## src/rtl/pdecoder2to4_seq_if.sv

```systemverilog
// Handshake/bus bundle for pdecoder2to4_seq.
//   master : upstream side, drives in_valid/in and observes everything else.
//   slave  : decoder side, drives in_ready, out, out_valid, busy, fill.
// IN_W sets the code width; OUT_W (one-hot width) is derived as 2**IN_W.
interface pdecoder2to4_seq_if #(
  parameter int IN_W = 2
);
  localparam int OUT_W = 2 ** IN_W;

  logic              in_valid;
  logic [IN_W-1:0]   in;
  logic              in_ready;
  logic [OUT_W-1:0]  out;
  logic              out_valid;
  logic              busy;
  logic [1:0]        fill;

  modport master (
    output in_valid, in,
    input  in_ready, out, out_valid, busy, fill
  );

  modport slave (
    input  in_valid, in,
    output in_ready, out, out_valid, busy, fill
  );
endinterface

```

## src/rtl/pdecoder2to4_seq.sv

```systemverilog
// Sequential 2-to-4 decoder with a 2-entry input FIFO.
// Codes arrive over a valid/ready handshake, are buffered, and each is
// replayed as a registered one-hot word held on out for HOLD_CYCLES clocks.
// Ports:
//   clk   : rising-edge clock
//   rst_n : synchronous active-low reset
//   bus   : slave modport of pdecoder2to4_seq_if
//           in_valid/in  -> code offered
//           in_ready     <- FIFO not full (depends on fill only)
//           out          <- registered one-hot word or zero
//           out_valid    <- out holds a decoded word
//           busy         <- HOLD state or FIFO non-empty
//           fill         <- FIFO occupancy 0..2
module pdecoder2to4_seq #(
  parameter int IN_W        = 2,
  parameter int HOLD_CYCLES = 3
) (
  input  logic                    clk,
  input  logic                    rst_n,
  pdecoder2to4_seq_if.slave       bus
);
  localparam int         OUT_W = 2 ** IN_W;
  localparam logic [1:0] FULL  = 2'd2;
  localparam logic [7:0] RELOAD = 8'(HOLD_CYCLES - 1);

  typedef enum logic {IDLE, HOLD} state_t;

  state_t            state_q, state_d;
  logic [7:0]        cnt_q, cnt_d;
  logic [OUT_W-1:0]  out_q, out_d;
  logic              out_valid_q, out_valid_d;
  logic [IN_W-1:0]   mem_q [2];
  logic              wr_ptr_q, wr_ptr_d;
  logic              rd_ptr_q, rd_ptr_d;
  logic [1:0]        fill_q, fill_d;
  logic              push, pop;

  // in_ready looks at fill only, so a full FIFO never takes a push even
  // on the cycle it pops.
  assign push = bus.in_valid && (fill_q != FULL);

  always_comb begin
    state_d     = state_q;
    cnt_d       = cnt_q;
    out_d       = out_q;
    out_valid_d = out_valid_q;
    pop         = 1'b0;

    unique case (state_q)
      IDLE: begin
        if (fill_q != 2'd0) begin
          pop         = 1'b1;
          out_d       = OUT_W'(1) << mem_q[rd_ptr_q];
          out_valid_d = 1'b1;
          cnt_d       = RELOAD;
          state_d     = HOLD;
        end else begin
          out_d       = '0;
          out_valid_d = 1'b0;
        end
      end
      HOLD: begin
        if (cnt_q != 8'd0) begin
          cnt_d = cnt_q - 8'd1;
        end else if (fill_q != 2'd0) begin
          // Back-to-back reload: next word replaces the current one on
          // the same edge, so out never drops to zero between words.
          pop         = 1'b1;
          out_d       = OUT_W'(1) << mem_q[rd_ptr_q];
          out_valid_d = 1'b1;
          cnt_d       = RELOAD;
        end else begin
          out_d       = '0;
          out_valid_d = 1'b0;
          state_d     = IDLE;
        end
      end
      default: state_d = IDLE;
    endcase

    wr_ptr_d = push ? ~wr_ptr_q : wr_ptr_q;
    rd_ptr_d = pop  ? ~rd_ptr_q : rd_ptr_q;

    fill_d = fill_q;
    if (push && !pop) begin
      fill_d = fill_q + 2'd1;
    end else if (pop && !push) begin
      fill_d = fill_q - 2'd1;
    end
  end

  always_ff @(posedge clk) begin
    if (!rst_n) begin
      state_q     <= IDLE;
      cnt_q       <= '0;
      out_q       <= '0;
      out_valid_q <= 1'b0;
      wr_ptr_q    <= 1'b0;
      rd_ptr_q    <= 1'b0;
      fill_q      <= '0;
    end else begin
      state_q     <= state_d;
      cnt_q       <= cnt_d;
      out_q       <= out_d;
      out_valid_q <= out_valid_d;
      wr_ptr_q    <= wr_ptr_d;
      rd_ptr_q    <= rd_ptr_d;
      fill_q      <= fill_d;
      if (push) begin
        mem_q[wr_ptr_q] <= bus.in;
      end
    end
  end

  assign bus.in_ready  = (fill_q != FULL);
  assign bus.out       = out_q;
  assign bus.out_valid = out_valid_q;
  assign bus.busy      = (state_q == HOLD) || (fill_q != 2'd0);
  assign bus.fill      = fill_q;
endmodule

```

## src/flat_wrapper.sv

```systemverilog
// flat-port wrapper written by rule: the top's interface ports become plain ports
module pdecoder2to4_seq_flat 
#(
  parameter int IN_W        = 2,
  parameter int HOLD_CYCLES = 3
)
  (clk, rst_n, bus_in_valid, bus_in, bus_in_ready, bus_out, bus_out_valid, bus_busy, bus_fill);
  pdecoder2to4_seq_if #(.IN_W(IN_W)) bus_i ();
  input  logic clk;
  input  logic rst_n;
  input wire logic [$bits(bus_i.in_valid)-1:0] bus_in_valid;
  input wire logic [$bits(bus_i.in)-1:0] bus_in;
  output wire logic [$bits(bus_i.in_ready)-1:0] bus_in_ready;
  output wire logic [$bits(bus_i.out)-1:0] bus_out;
  output wire logic [$bits(bus_i.out_valid)-1:0] bus_out_valid;
  output wire logic [$bits(bus_i.busy)-1:0] bus_busy;
  output wire logic [$bits(bus_i.fill)-1:0] bus_fill;
  assign bus_i.in_valid = bus_in_valid;
  assign bus_i.in = bus_in;
  assign bus_in_ready = bus_i.in_ready;
  assign bus_out = bus_i.out;
  assign bus_out_valid = bus_i.out_valid;
  assign bus_busy = bus_i.busy;
  assign bus_fill = bus_i.fill;
  pdecoder2to4_seq #(.IN_W(IN_W), .HOLD_CYCLES(HOLD_CYCLES)) u_core (.clk(clk), .rst_n(rst_n), .bus(bus_i));
endmodule
```

## config.mk

```make
export PLATFORM = sky130hd
export DESIGN_NAME = pdecoder2to4_seq_flat
export DESIGN_NICKNAME = d
export VERILOG_FILES = /design/src/rtl/pdecoder2to4_seq_if.sv /design/src/rtl/pdecoder2to4_seq.sv /design/src/flat_wrapper.sv
export SDC_FILE = /design/constraint.sdc
export NUM_CORES = 1
export LEC_CHECK = 0
export BUFFER_PORTS_ARGS = -buffer_cell sky130_fd_sc_hd__clkbuf_2
export CORE_UTILIZATION = 50
export CTS_CLUSTER_SIZE = 30
export DETAILED_ROUTE_END_ITERATION = 16
export MAX_ROUTING_LAYER = met4
export PLACE_DENSITY = 0.71
export SLEW_MARGIN = 20
export SYNTH_ARGS = -nofsm -noshare
export SYNTH_HDL_FRONTEND = slang
export SYNTH_SLANG_ARGS = --single-unit
```

## constraint.sdc

```tcl
create_clock -name clk -period 3.55 [get_ports clk]
set_clock_uncertainty 0.15 [all_clocks]
set_input_delay 0.355 -clock clk [delete_from_list [all_inputs] [get_ports clk]]
set_output_delay 0.355 -clock clk [all_outputs]
set_load 0.01 [all_outputs]
```

==> results.md <==
* Largest net degree at the start of global routing at 19
* Placed Instance Area at between 0.001 and 0.0015 sq mm
* Final instance area at 0.00112 sq mm
* Layout cells sized above 1 at 15.2%
* Post-Syn Area at around 0.0010 sq mm
* Synth top area share at a little under two fifths
* Fin. max-slew vios at 0
* Htree depth at 1
* Vias in the first global route at a little under 700
* Worst EP required at around 3.6 ns
* Slew headroom at 66.1%
* Row Count at 15
* Initial antenna violation count at 0
* DP HPWL at roughly 1300 microns
* Synth area leaders: dfxtp_1, edfxtp_1, a21oi_1
* Compound-Gate Fraction of Synth Area at approximately 18%
* Yosys warns at 0
* Tcrit/Tclk final at around 73%
* Inserted Clock Buffers at 3
* Pleak at between 0.4 and 0.5 nW
* 1st-iter DRT viols at 24
* Tmin final at about 2.6 ns
* XOR/XNOR Fraction of Synth Area at 2.59%
* CTS resizes at 0
* CP max FO at 12
* Yosys cell types at 36
* Die extent in x at between 40 and 50 microns
* Final setup violation count at 0
* GPL Wtd Cong at between 0.8 and 0.9
* ANT cells at 0
* Cell taking the most area after synthesis: dfxtp_1
* Worst slew pin tran at 0.507 ns
* Die ar. at 0.00221 sq mm
* Post-Syn Instances at around 110
* Clock transition at path regs at between 0.1 and 0.15 ns
* Clk sinks at 23
* TritonCTS clock tree: done
* Main combinational cell family by area after synthesis: simple AND/OR/NAND/NOR gates
* WL final at between 1500 and 2000 microns
* Post-synthesis async set-or-reset flop share at 0%
* Drt first pass iters at 4
* Fin nets at 133
* Hold buffer count at CTS at 0
* Synth Flop Type: dfxtp_1
* RSZ-0062 raised after global routing: false
* DR vias/cell at about 5.6
* Port Buffers at 13
* Mapped Nets at roughly 120
* Root Buffer: clkbuf_4
* Core region area at around 0.0018 sq mm
* GRT Overall Usage at between 10% and 20%
* Max Cap Violations at 0
* Total power at ~0.00097 W
* Hold Path Class: in -> reg
* Worst skew pair latency at 0.30 ns
* First-pass GRT wire length at just under 3000 microns
* Seq/Total Area, Yosys at between 40 and 50%
* Worst vdd ir at 0.545 mV
* Avg Cell Area, Syn at ~9.1 sq um
* Initial Util at between 50% and 60%
* Cell Pwr Density at 862 mW/mm^2
* Layout area overhead at 11.0%
* Final ANT Viol Nets at 0
* GR Overflow Total at 0
* Vias at ~840
* Worst-case clock buffer depth at 2
* Fin. Hold Viols at 0
* Kind of critical path: reg -> reg
* Mux share of post-synthesis cell area at under 10%
* Seq cells post-synth at 23
* Cells after DPL at approximately 150
* Peak Freq at ~0.39 GHz
* Setup Fix Bufs, Post-CTS at 0
* Critical Path End Type: flop
* I/O pins at 14
* Die H at approximately 47 microns
* Crit path launch type: flop
* Critical path arrival at around 2.7 ns
* DRC at 0
* Status: complete, no violations
* Post-Layout Cell Count at 150
* Total Neg Setup Slack at 0 ns
* Post-synth EDFFs at 4
* Wire length per cell at roughly 12 microns
* Adder-Cell Fraction of Synth Area at around 2.5%
* Synth Area in Simple Gates at roughly a fifth
[report_power, final]
part	switching, W	internal [W]	total [W]
logic	0.000244	0.000191	0.000436
registers	0.0000736	0.000340	0.000413
clock network	0.0000782	0.0000420	0.000120
total	0.000396	0.000573	0.000969
[per-layer routing]
| layer | track usage (%) | part of all wire (%) | vias to the layer above |
|---|---|---|---|
| met1 | 26.4 | 52 | 390 |
| li1 | - | - | 431 |
| met5 | - | 0 | - |
| met4 | 5.14 | 0.34 | 0 |
| met2 | 28.6 | 44 | 19 |
| met3 | 2.31 | 3.6 | 2 |
[layout by cell type, fill, tap and decap left out, types with 3 or more instances in the layout]
| cell type | n |
|---|---|
| clkbuf_2 | 13 |
| nand3_1 | 8 |
| inv_1 | 3 |
| nand2_1 | 7 |
| or3_1 | 3 |
| dfxtp_1 | 19 |
| edfxtp_1 | 4 |
| nor2_1 | 8 |
| or4_1 | 3 |
| a21oi_1 | 12 |
| clkbuf_4 | 3 |
| o21ai_0 | 8 |
[through the flow]
stage	hold WS, ns	worst slack [ns]	util, %
after floorplan	0.304	1.08	-
after global placement	0.290	1.09	60.3
after detailed placement	0.303	1.01	60.3
after CTS	0.0803	0.962	61.8
after global routing	0.0611	0.774	61.8
final	0.0783	0.969	61.8
[critical path, cell delays in order (launching register included)]
cell and delay [ns]:
dfxtp_1 0.35, inv_1 0.10, ha_1 0.19, or3b_1 0.44, o21ai_1 0.16, buf_4 0.18
o21ai_0 0.10, ha_1 0.34, or3_1 0.36, a21oi_1 0.15
[cell type report]
cell class              instances  area [sq um]
clock buffers                   3          22.5
repair buffers                 14          72.6
well taps                      25          31.3
inverters                       4          15.0
multi-input cells              80           478
fillers                       177           696
clock inverters                 1          5.00
flip-flops and latches         23           500
[final timing paths]
kind / from / endpoint / slack [ns] / depth (start not counted)
setup / recovery: u_core.cnt_q[0]$_SDFF_PN0_ / u_core.bus.fill[1]$_SDFFE_PN0P_ / 0.97 / 9
hold / removal: bus_in[0] / u_core.mem_q[0][0]$_DFFE_PP_ / 0.08 / 1
setup reg to reg: u_core.cnt_q[0]$_SDFF_PN0_ / u_core.bus.fill[1]$_SDFFE_PN0P_ / 0.97 / 9
hold reg to reg: u_core.bus.out[3]$_SDFFE_PN0P_ / u_core.bus.out[3]$_SDFFE_PN0P_ / 0.32 / 2
[cell usage after synthesis (all sizes together) (2+ instances only)]
cell,instances
a21oi,12
and3,2
buf,2
clkbuf,2
dfxtp,19
edfxtp,4
ha,2
inv,3
mux2i,2
nand2,7
nand3,8
nor2,8
nor2b,2
nor3,2
nor4,2
o21a,2
o21ai,9
o31a,2
or3,3
or4,3
xor2,2
[sequential cells by signal, summed over array words and instances, names as in the netlist, named ones only]
signal,count
u_core.bus.fill,2
u_core.wr_ptr_q,1
u_core.bus.out_valid,1
u_core.bus.out,4
u_core.state_q,1
u_core.mem_q,4
u_core.cnt_q,8
u_core.rd_ptr_q,1
[cell families (layout without fill, tap and decap cells)]
| kind of cell | after synthesis | count (layout) |
|---|---|---|
| compound gates | 31 | 31 |
| simple gates | 41 | 41 |
| mux | 3 | 3 |
| flops | 23 | 23 |
| fa+ha+maj | 2 | 2 |
| buf+inv | 8 | 22 |
| xor+xnor | 3 | 3 |
Power figures use the tool's default switching activity.
